<file path="src/rtl/demux1x8_tdm_pkg.sv">
// ---------------------------------------------------------------------------
// demux1x8_tdm_pkg
// Shared slot definitions for the 8-slot TDM link. The mux (transmit) and
// demux (receive) sides both import this file so slot numbering cannot drift.
//   NUM_SLOTS  : slots per frame
//   SLOT_WIDTH : width of a slot index
//   SLOT_0..7  : slot index constants
//   next_slot(): modulo-8 slot increment
// ---------------------------------------------------------------------------
package demux1x8_tdm_pkg;

  localparam int NUM_SLOTS  = 8;
  localparam int SLOT_WIDTH = 3;

  typedef logic [SLOT_WIDTH-1:0] slot_t;

  localparam slot_t SLOT_0 = 3'd0;
  localparam slot_t SLOT_1 = 3'd1;
  localparam slot_t SLOT_2 = 3'd2;
  localparam slot_t SLOT_3 = 3'd3;
  localparam slot_t SLOT_4 = 3'd4;
  localparam slot_t SLOT_5 = 3'd5;
  localparam slot_t SLOT_6 = 3'd6;
  localparam slot_t SLOT_7 = 3'd7;

  // Slot 7 wraps to slot 0 through the natural 3-bit overflow.
  function automatic slot_t next_slot(input slot_t cur);
    return cur + 3'd1;
  endfunction

endpackage

</file>
<file path="src/rtl/demux1x8.sv">
// ---------------------------------------------------------------------------
// demux1x8
// Combinational 3-to-8 one-hot decode of the slot index, gated by in_valid.
// Produces the per-slot capture write enables for demux1x8_tdm.
//   slot     : current slot index
//   in_valid : a word is present this cycle
//   wr_en    : one-hot write enable (all zero when in_valid is low)
// ---------------------------------------------------------------------------
module demux1x8
  import demux1x8_tdm_pkg::*;
(
  input  logic [SLOT_WIDTH-1:0] slot,
  input  logic                  in_valid,
  output logic [NUM_SLOTS-1:0]  wr_en
);

  // One-hot slot decode, suppressed when no word is present.
  always_comb begin
    wr_en = 8'b0000_0000;
    if (in_valid) begin
      case (slot)
        SLOT_0:  wr_en = 8'b0000_0001;
        SLOT_1:  wr_en = 8'b0000_0010;
        SLOT_2:  wr_en = 8'b0000_0100;
        SLOT_3:  wr_en = 8'b0000_1000;
        SLOT_4:  wr_en = 8'b0001_0000;
        SLOT_5:  wr_en = 8'b0010_0000;
        SLOT_6:  wr_en = 8'b0100_0000;
        SLOT_7:  wr_en = 8'b1000_0000;
        default: wr_en = 8'b0000_0000;
      endcase
    end else begin
      wr_en = 8'b0000_0000;
    end
  end

endmodule

</file>
<file path="src/rtl/demux1x8_tdm.sv">
// ---------------------------------------------------------------------------
// demux1x8_tdm
// Receive side of an 8-to-1 TDM link: distributes a serial word stream onto
// eight parallel lanes, presenting each complete frame atomically.
//   clk, rst_n     : clock, asynchronous active-low reset
//   in, in_valid   : serial word and its qualifier (no back-pressure)
//   sync           : frame start; a valid word with sync lands in slot 0
//   out_a..out_h   : last complete frame, slots 0..7
//   frame_valid    : one-cycle strobe after out_a..out_h load a new frame
//   slot           : slot the next valid word will occupy
// ---------------------------------------------------------------------------
module demux1x8_tdm
  import demux1x8_tdm_pkg::*;
#(
  parameter int DATA_WIDTH = 1
) (
  input  logic                  clk,
  input  logic                  rst_n,
  input  logic [DATA_WIDTH-1:0] in,
  input  logic                  in_valid,
  input  logic                  sync,
  output logic [DATA_WIDTH-1:0] out_a,
  output logic [DATA_WIDTH-1:0] out_b,
  output logic [DATA_WIDTH-1:0] out_c,
  output logic [DATA_WIDTH-1:0] out_d,
  output logic [DATA_WIDTH-1:0] out_e,
  output logic [DATA_WIDTH-1:0] out_f,
  output logic [DATA_WIDTH-1:0] out_g,
  output logic [DATA_WIDTH-1:0] out_h,
  output logic                  frame_valid,
  output logic [SLOT_WIDTH-1:0] slot
);

  localparam logic [DATA_WIDTH-1:0] ZERO_W = {DATA_WIDTH{1'b0}};

  slot_t                 slot_r;
  logic                  frame_valid_r;
  logic [NUM_SLOTS-1:0]  dec_en_s;
  logic [NUM_SLOTS-1:0]  cap_we_s;
  logic                  complete_s;
  // Slot 7 is never stored: it goes straight from in to out_h.
  logic [DATA_WIDTH-1:0] capture_r [NUM_SLOTS-1];

  demux1x8 u_dec (
    .slot     (slot_r),
    .in_valid (in_valid),
    .wr_en    (dec_en_s)
  );

  // sync overrides the counter: a valid word goes to slot 0, nothing else is
  // written, and slot 7 can not complete a frame on that edge.
  always_comb begin
    cap_we_s = 8'b0000_0000;
    if (sync) begin
      cap_we_s[0] = in_valid;
    end else begin
      cap_we_s = dec_en_s;
    end
  end

  assign complete_s = cap_we_s[NUM_SLOTS-1];

  // Slot counter: advance on each accepted word, re-align on sync.
  always_ff @(posedge clk or negedge rst_n) begin
    if (!rst_n) begin
      slot_r <= SLOT_0;
    end else if (in_valid) begin
      if (sync) begin
        slot_r <= SLOT_1;
      end else begin
        slot_r <= next_slot(slot_r);
      end
    end else if (sync) begin
      slot_r <= SLOT_0;
    end else begin
      slot_r <= slot_r;
    end
  end

  // Capture registers for slots 0..6.
  always_ff @(posedge clk or negedge rst_n) begin
    if (!rst_n) begin
      for (int i = 0; i < NUM_SLOTS - 1; i++) begin
        capture_r[i] <= ZERO_W;
      end
    end else begin
      for (int i = 0; i < NUM_SLOTS - 1; i++) begin
        if (cap_we_s[i]) begin
          capture_r[i] <= in;
        end
      end
    end
  end

  // Output lanes: all eight load together on the completing edge.
  always_ff @(posedge clk or negedge rst_n) begin
    if (!rst_n) begin
      out_a <= ZERO_W;
      out_b <= ZERO_W;
      out_c <= ZERO_W;
      out_d <= ZERO_W;
      out_e <= ZERO_W;
      out_f <= ZERO_W;
      out_g <= ZERO_W;
      out_h <= ZERO_W;
    end else if (complete_s) begin
      out_a <= capture_r[0];
      out_b <= capture_r[1];
      out_c <= capture_r[2];
      out_d <= capture_r[3];
      out_e <= capture_r[4];
      out_f <= capture_r[5];
      out_g <= capture_r[6];
      out_h <= in;
    end
  end

  // Frame strobe: high for the one cycle after a completing edge.
  always_ff @(posedge clk or negedge rst_n) begin
    if (!rst_n) begin
      frame_valid_r <= 1'b0;
    end else begin
      frame_valid_r <= complete_s;
    end
  end

  assign frame_valid = frame_valid_r;
  assign slot        = slot_r;

endmodule

</file>
<file path="config.mk">
export PLATFORM = sky130hd
export DESIGN_NAME = demux1x8_tdm
export DESIGN_NICKNAME = d
export VERILOG_FILES = /design/src/rtl/demux1x8_tdm_pkg.sv /design/src/rtl/demux1x8.sv /design/src/rtl/demux1x8_tdm.sv
export SDC_FILE = /design/constraint.sdc
export NUM_CORES = 1
export LEC_CHECK = 0
export ABC_CLOCK_PERIOD_IN_PS = 1800
export CORE_MARGIN = 2
export CORE_UTILIZATION = 52
export CTS_BUF_LIST = sky130_fd_sc_hd__clkbuf_8
export DETAILED_ROUTE_END_ITERATION = 8
export GPL_ROUTABILITY_DRIVEN = 0
export PLACE_DENSITY = 0.83
export SETUP_SLACK_MARGIN = 0.1
export SYNTH_ARGS = -nofsm -noshare
export SYNTH_HDL_FRONTEND = slang
export SYNTH_SLANG_ARGS = --single-unit
</file>
<file path="constraint.sdc">
create_clock -name clk -period 1.8 [get_ports clk]
set_clock_uncertainty 0.2 [all_clocks]
set_input_delay 0.36 -clock clk [delete_from_list [all_inputs] [get_ports clk]]
set_output_delay 0.36 -clock clk [all_outputs]
set_load 0.005 [all_outputs]
</file>
==> out/metrics.csv <==
metric;value;unit
Slew @ Worst Pin;0.280;ns
Net Sw Frac;24.9;%
Finished Layout Cells;104;
Hold Path Class;input pin to asynchronous set/reset pin;
Reg2Reg Setup Slack;0.14;ns
port buffer count;16;
sequential share of the synthesized area;56.1;%
Die X-Extent;44.4;microns
LEAKAGE;0.694;nW
delay-heaviest family, CP;buffers and inverters;
fin crit period;1.68;ns
Post-Synth XOR/XNOR Area;1.03;%
Remaining DRCs;0;
FF-to-FF path depth;5;
simple-gate area share of the yosys netlist;8.27;%
CP Launch Type;input pin;
Vias/cell;5.31;
Synth Instances;62;
Tcrit/Tclk final;93.2;%
Synth area leader;dfrtp_1;
fillers;93;
fraction of layout cells with a size suffix above 1;38.6;%
total track usage;18.9;%
worst hold slack;0.229;ns
boundary pin count;17;
synth-to-layout area growth;36.2;%
Worst slew margin;81.3;%
vias;552;
met1 usage;21.9;%
Layout Nets;100;
Power per Cell Area;918;nW/um^2
Final TNS setup;0;ns
Clock Path Buffers;2;
die height;44.4;microns
H-tree lvl count;1;
FP Rows;14;
Yosys cell types;20;
Total Wirelength;1490;microns
syn avg cell area;13.7;sq um
multi-input logic area;374;sq um
synth warn;0;
diode count;0;
Starting Density;55.6;%
placed insts;97;
reg-to-reg endpoint;capture_r[0]$_DFFE_PN0P_;
peak supply drop;0.669;mV
Reg area;477;sq um
flops & latches, synth;19;
Slowest cell on crit path;clkdlybuf4s50_1;
register share of total power;51.6;%
post-synthesis compound-gate area fraction;1.48;%
Comb power frac;21.0;%
clk_lat worst skew;0.26;ns
internal power;0.796;mW
Sw Pwr;0.263;mW
crit-path cells;clkdlybuf4s50_1 -> and2b_1 -> nand2_2 -> mux2_2;
status;complete, no violations;
met3 usage;6.12;%
gr busiest metal;met2;
CP Data Required Time;1.75;ns
Syn Std Cell Area;847;sq um
die area;1970;sq um
FF-to-FF Start;slot[0]$_DFFE_PN0P_;
Sink Count;19;
commonest non-fill, non-tap cell in the layout;dfrtp_1;
hold buffer count at CTS;0;
Post-Place Setup Slack;-0.217;ns
FMAX;596;MHz
Root Buffer;clkbuf_8;
combinational family with the most area after synthesis;multiplexers;
Reg clk slew, reported paths;0.07;ns
Final Max Slew Viols;0;
worst stage delay on the critical path;0.48;ns
first-pass GRT wire length;2560;microns
# setup viols final;0;
Final ANT Viol Nets;0;
post-layout worst setup margin;0.122;ns
HPWL Detailed;1010;microns
vias in the first global route;596;
top post-synthesis cells by area;dfrtp_1 56%, mux2_2 19%, ha_1 8.9%;
post-synth top area share;56.1;%
post-synthesis mux area share;21.6;%
initial antenna violation count;0;
syn nets;73;
type of element capturing the critical path;flip-flop;
Buf/Inv on CP;1;
CTS tree;done;
post-synthesis adder-cell area fraction;8.86;%
most frequent cells in the layout;18 x dfrtp_1, 14 x mux2_2, 8 x dlymetal6s2s_1, 6 x clkdlybuf4s50_1, 6 x buf_4;
largest net degree at the start of global routing;20;
Iteration-0 DRC Markers;1;
TritonCTS buffer count;3;
GR Overflow Total;0;
Hold Vio Cnt, Final;0;
DRT Pass-1 Iters;2;
Arr. time, crit path;1.62;ns
WL/cell;14.3;microns
Core Footprint;1520;sq um
unrepaired setup endpoints after global routing;true;
max cap viols;0;
clock power share;27.5;%
final core utilization;75.7;%
Crit Path Category;input pin to flip-flop;
met2 GRT Util;30.6;%
Max FO, Critical Path;6;
==> cell families (layout without fill, tap and decap cells) <==
kind of cell / Yosys count / in the layout
compound gates: 2 / 2
xor+xnor: 1 / 1
fa+ha+maj: 6 / 6
buf+inv: 5 / 30
flops: 19 / 19
mux: 16 / 16
simple gates: 13 / 14
==> through the flow <==
step | power, mW | instance area [sq um]
after floorplan | 0.660 | 847
after global placement | 0.761 | 1050
after detailed placement | 0.775 | 1050
after CTS | 1.06 | 1110
after global routing | 1.12 | 1150
final | 1.06 | 1150
==> state kept, by name, summed over array words and instances, names as in the netlist <==
| signal | count |
|---|---|
| capture_r | 7 |
| frame_valid | 1 |
| out_c | 1 |
| out_d | 1 |
| out_h | 1 |
| out_g | 1 |
| out_f | 1 |
| out_a | 1 |
| out_b | 1 |
| slot | 3 |
| out_e | 1 |
==> synthesized netlist by cell type <==
| master | number |
|---|---|
| nor3_1 | 1 |
| or3_1 | 1 |
| nand2_1 | 2 |
| inv_1 | 3 |
| and2b_1 | 1 |
| o21ai_0 | 1 |
| nand2b_1 | 1 |
| nand3_1 | 3 |
| nand2_2 | 1 |
| dfrtp_1 | 19 |
| and2b_2 | 1 |
| mux2_4 | 1 |
| ha_1 | 6 |
| inv_2 | 1 |
| a211oi_1 | 1 |
| buf_4 | 1 |
| mux2i_1 | 1 |
| nor2_1 | 2 |
| mux2_2 | 14 |
| xnor2_1 | 1 |
==> area by class of cell <==
cell class	count	share of cell area (%)
Tap cell	16	1.74
Sequential cell	19	41.3
Multi-Input combinational cell	39	32.4
Clock inverter	1	0.325
Inverter	4	1.30
Clock buffer	3	3.58
Timing Repair Buffer	22	19.3
==> power groups by stage <==
stage	combinational (mW)	clock, mW	sequential (mW)
floorplan	0.109	0	0.551
global placement	0.206	0	0.555
detailed placement	0.216	0	0.559
CTS	0.220	0.297	0.548
global route	0.248	0.314	0.557
finish	0.222	0.291	0.546
==> layer usage <==
layer | routed length, microns | up-vias | share of wire (%)
met5 | 0 | - | 0
met4 | 28 | 0 | 1.9
met3 | 81 | 3 | 5.4
met2 | 722 | 15 | 49
met1 | 656 | 269 | 44
li1 | - | 265 | -
==> how the worst max path moves through the flow <==
stage / depth (start not counted) / end / startpoint
after global routing: 5 / capture_r[6]$_DFFE_PN0P_ / slot[1]$_DFFE_PN0P_
after CTS: 5 / capture_r[6]$_DFFE_PN0P_ / slot[1]$_DFFE_PN0P_
after global placement: 4 / out_a$_DFFE_PN0P_ / in_valid
after detailed placement: 4 / out_a$_DFFE_PN0P_ / in_valid
final: 4 / out_h$_DFFE_PN0P_ / sync
after floorplan: 5 / capture_r[6]$_DFFE_PN0P_ / slot[0]$_DFFE_PN0P_
==> repair_timing <==
| action | CTS | global route |
|---|---|---|
| hold endpoints to repair | 0 | 0 |
| setup endpoints to repair | 12 | 17 |
| setup buffers | 1 | 1 |
| cloned | 0 | 1 |
| resized for setup | 5 | 13 |
(Power assumes the default switching activity.)
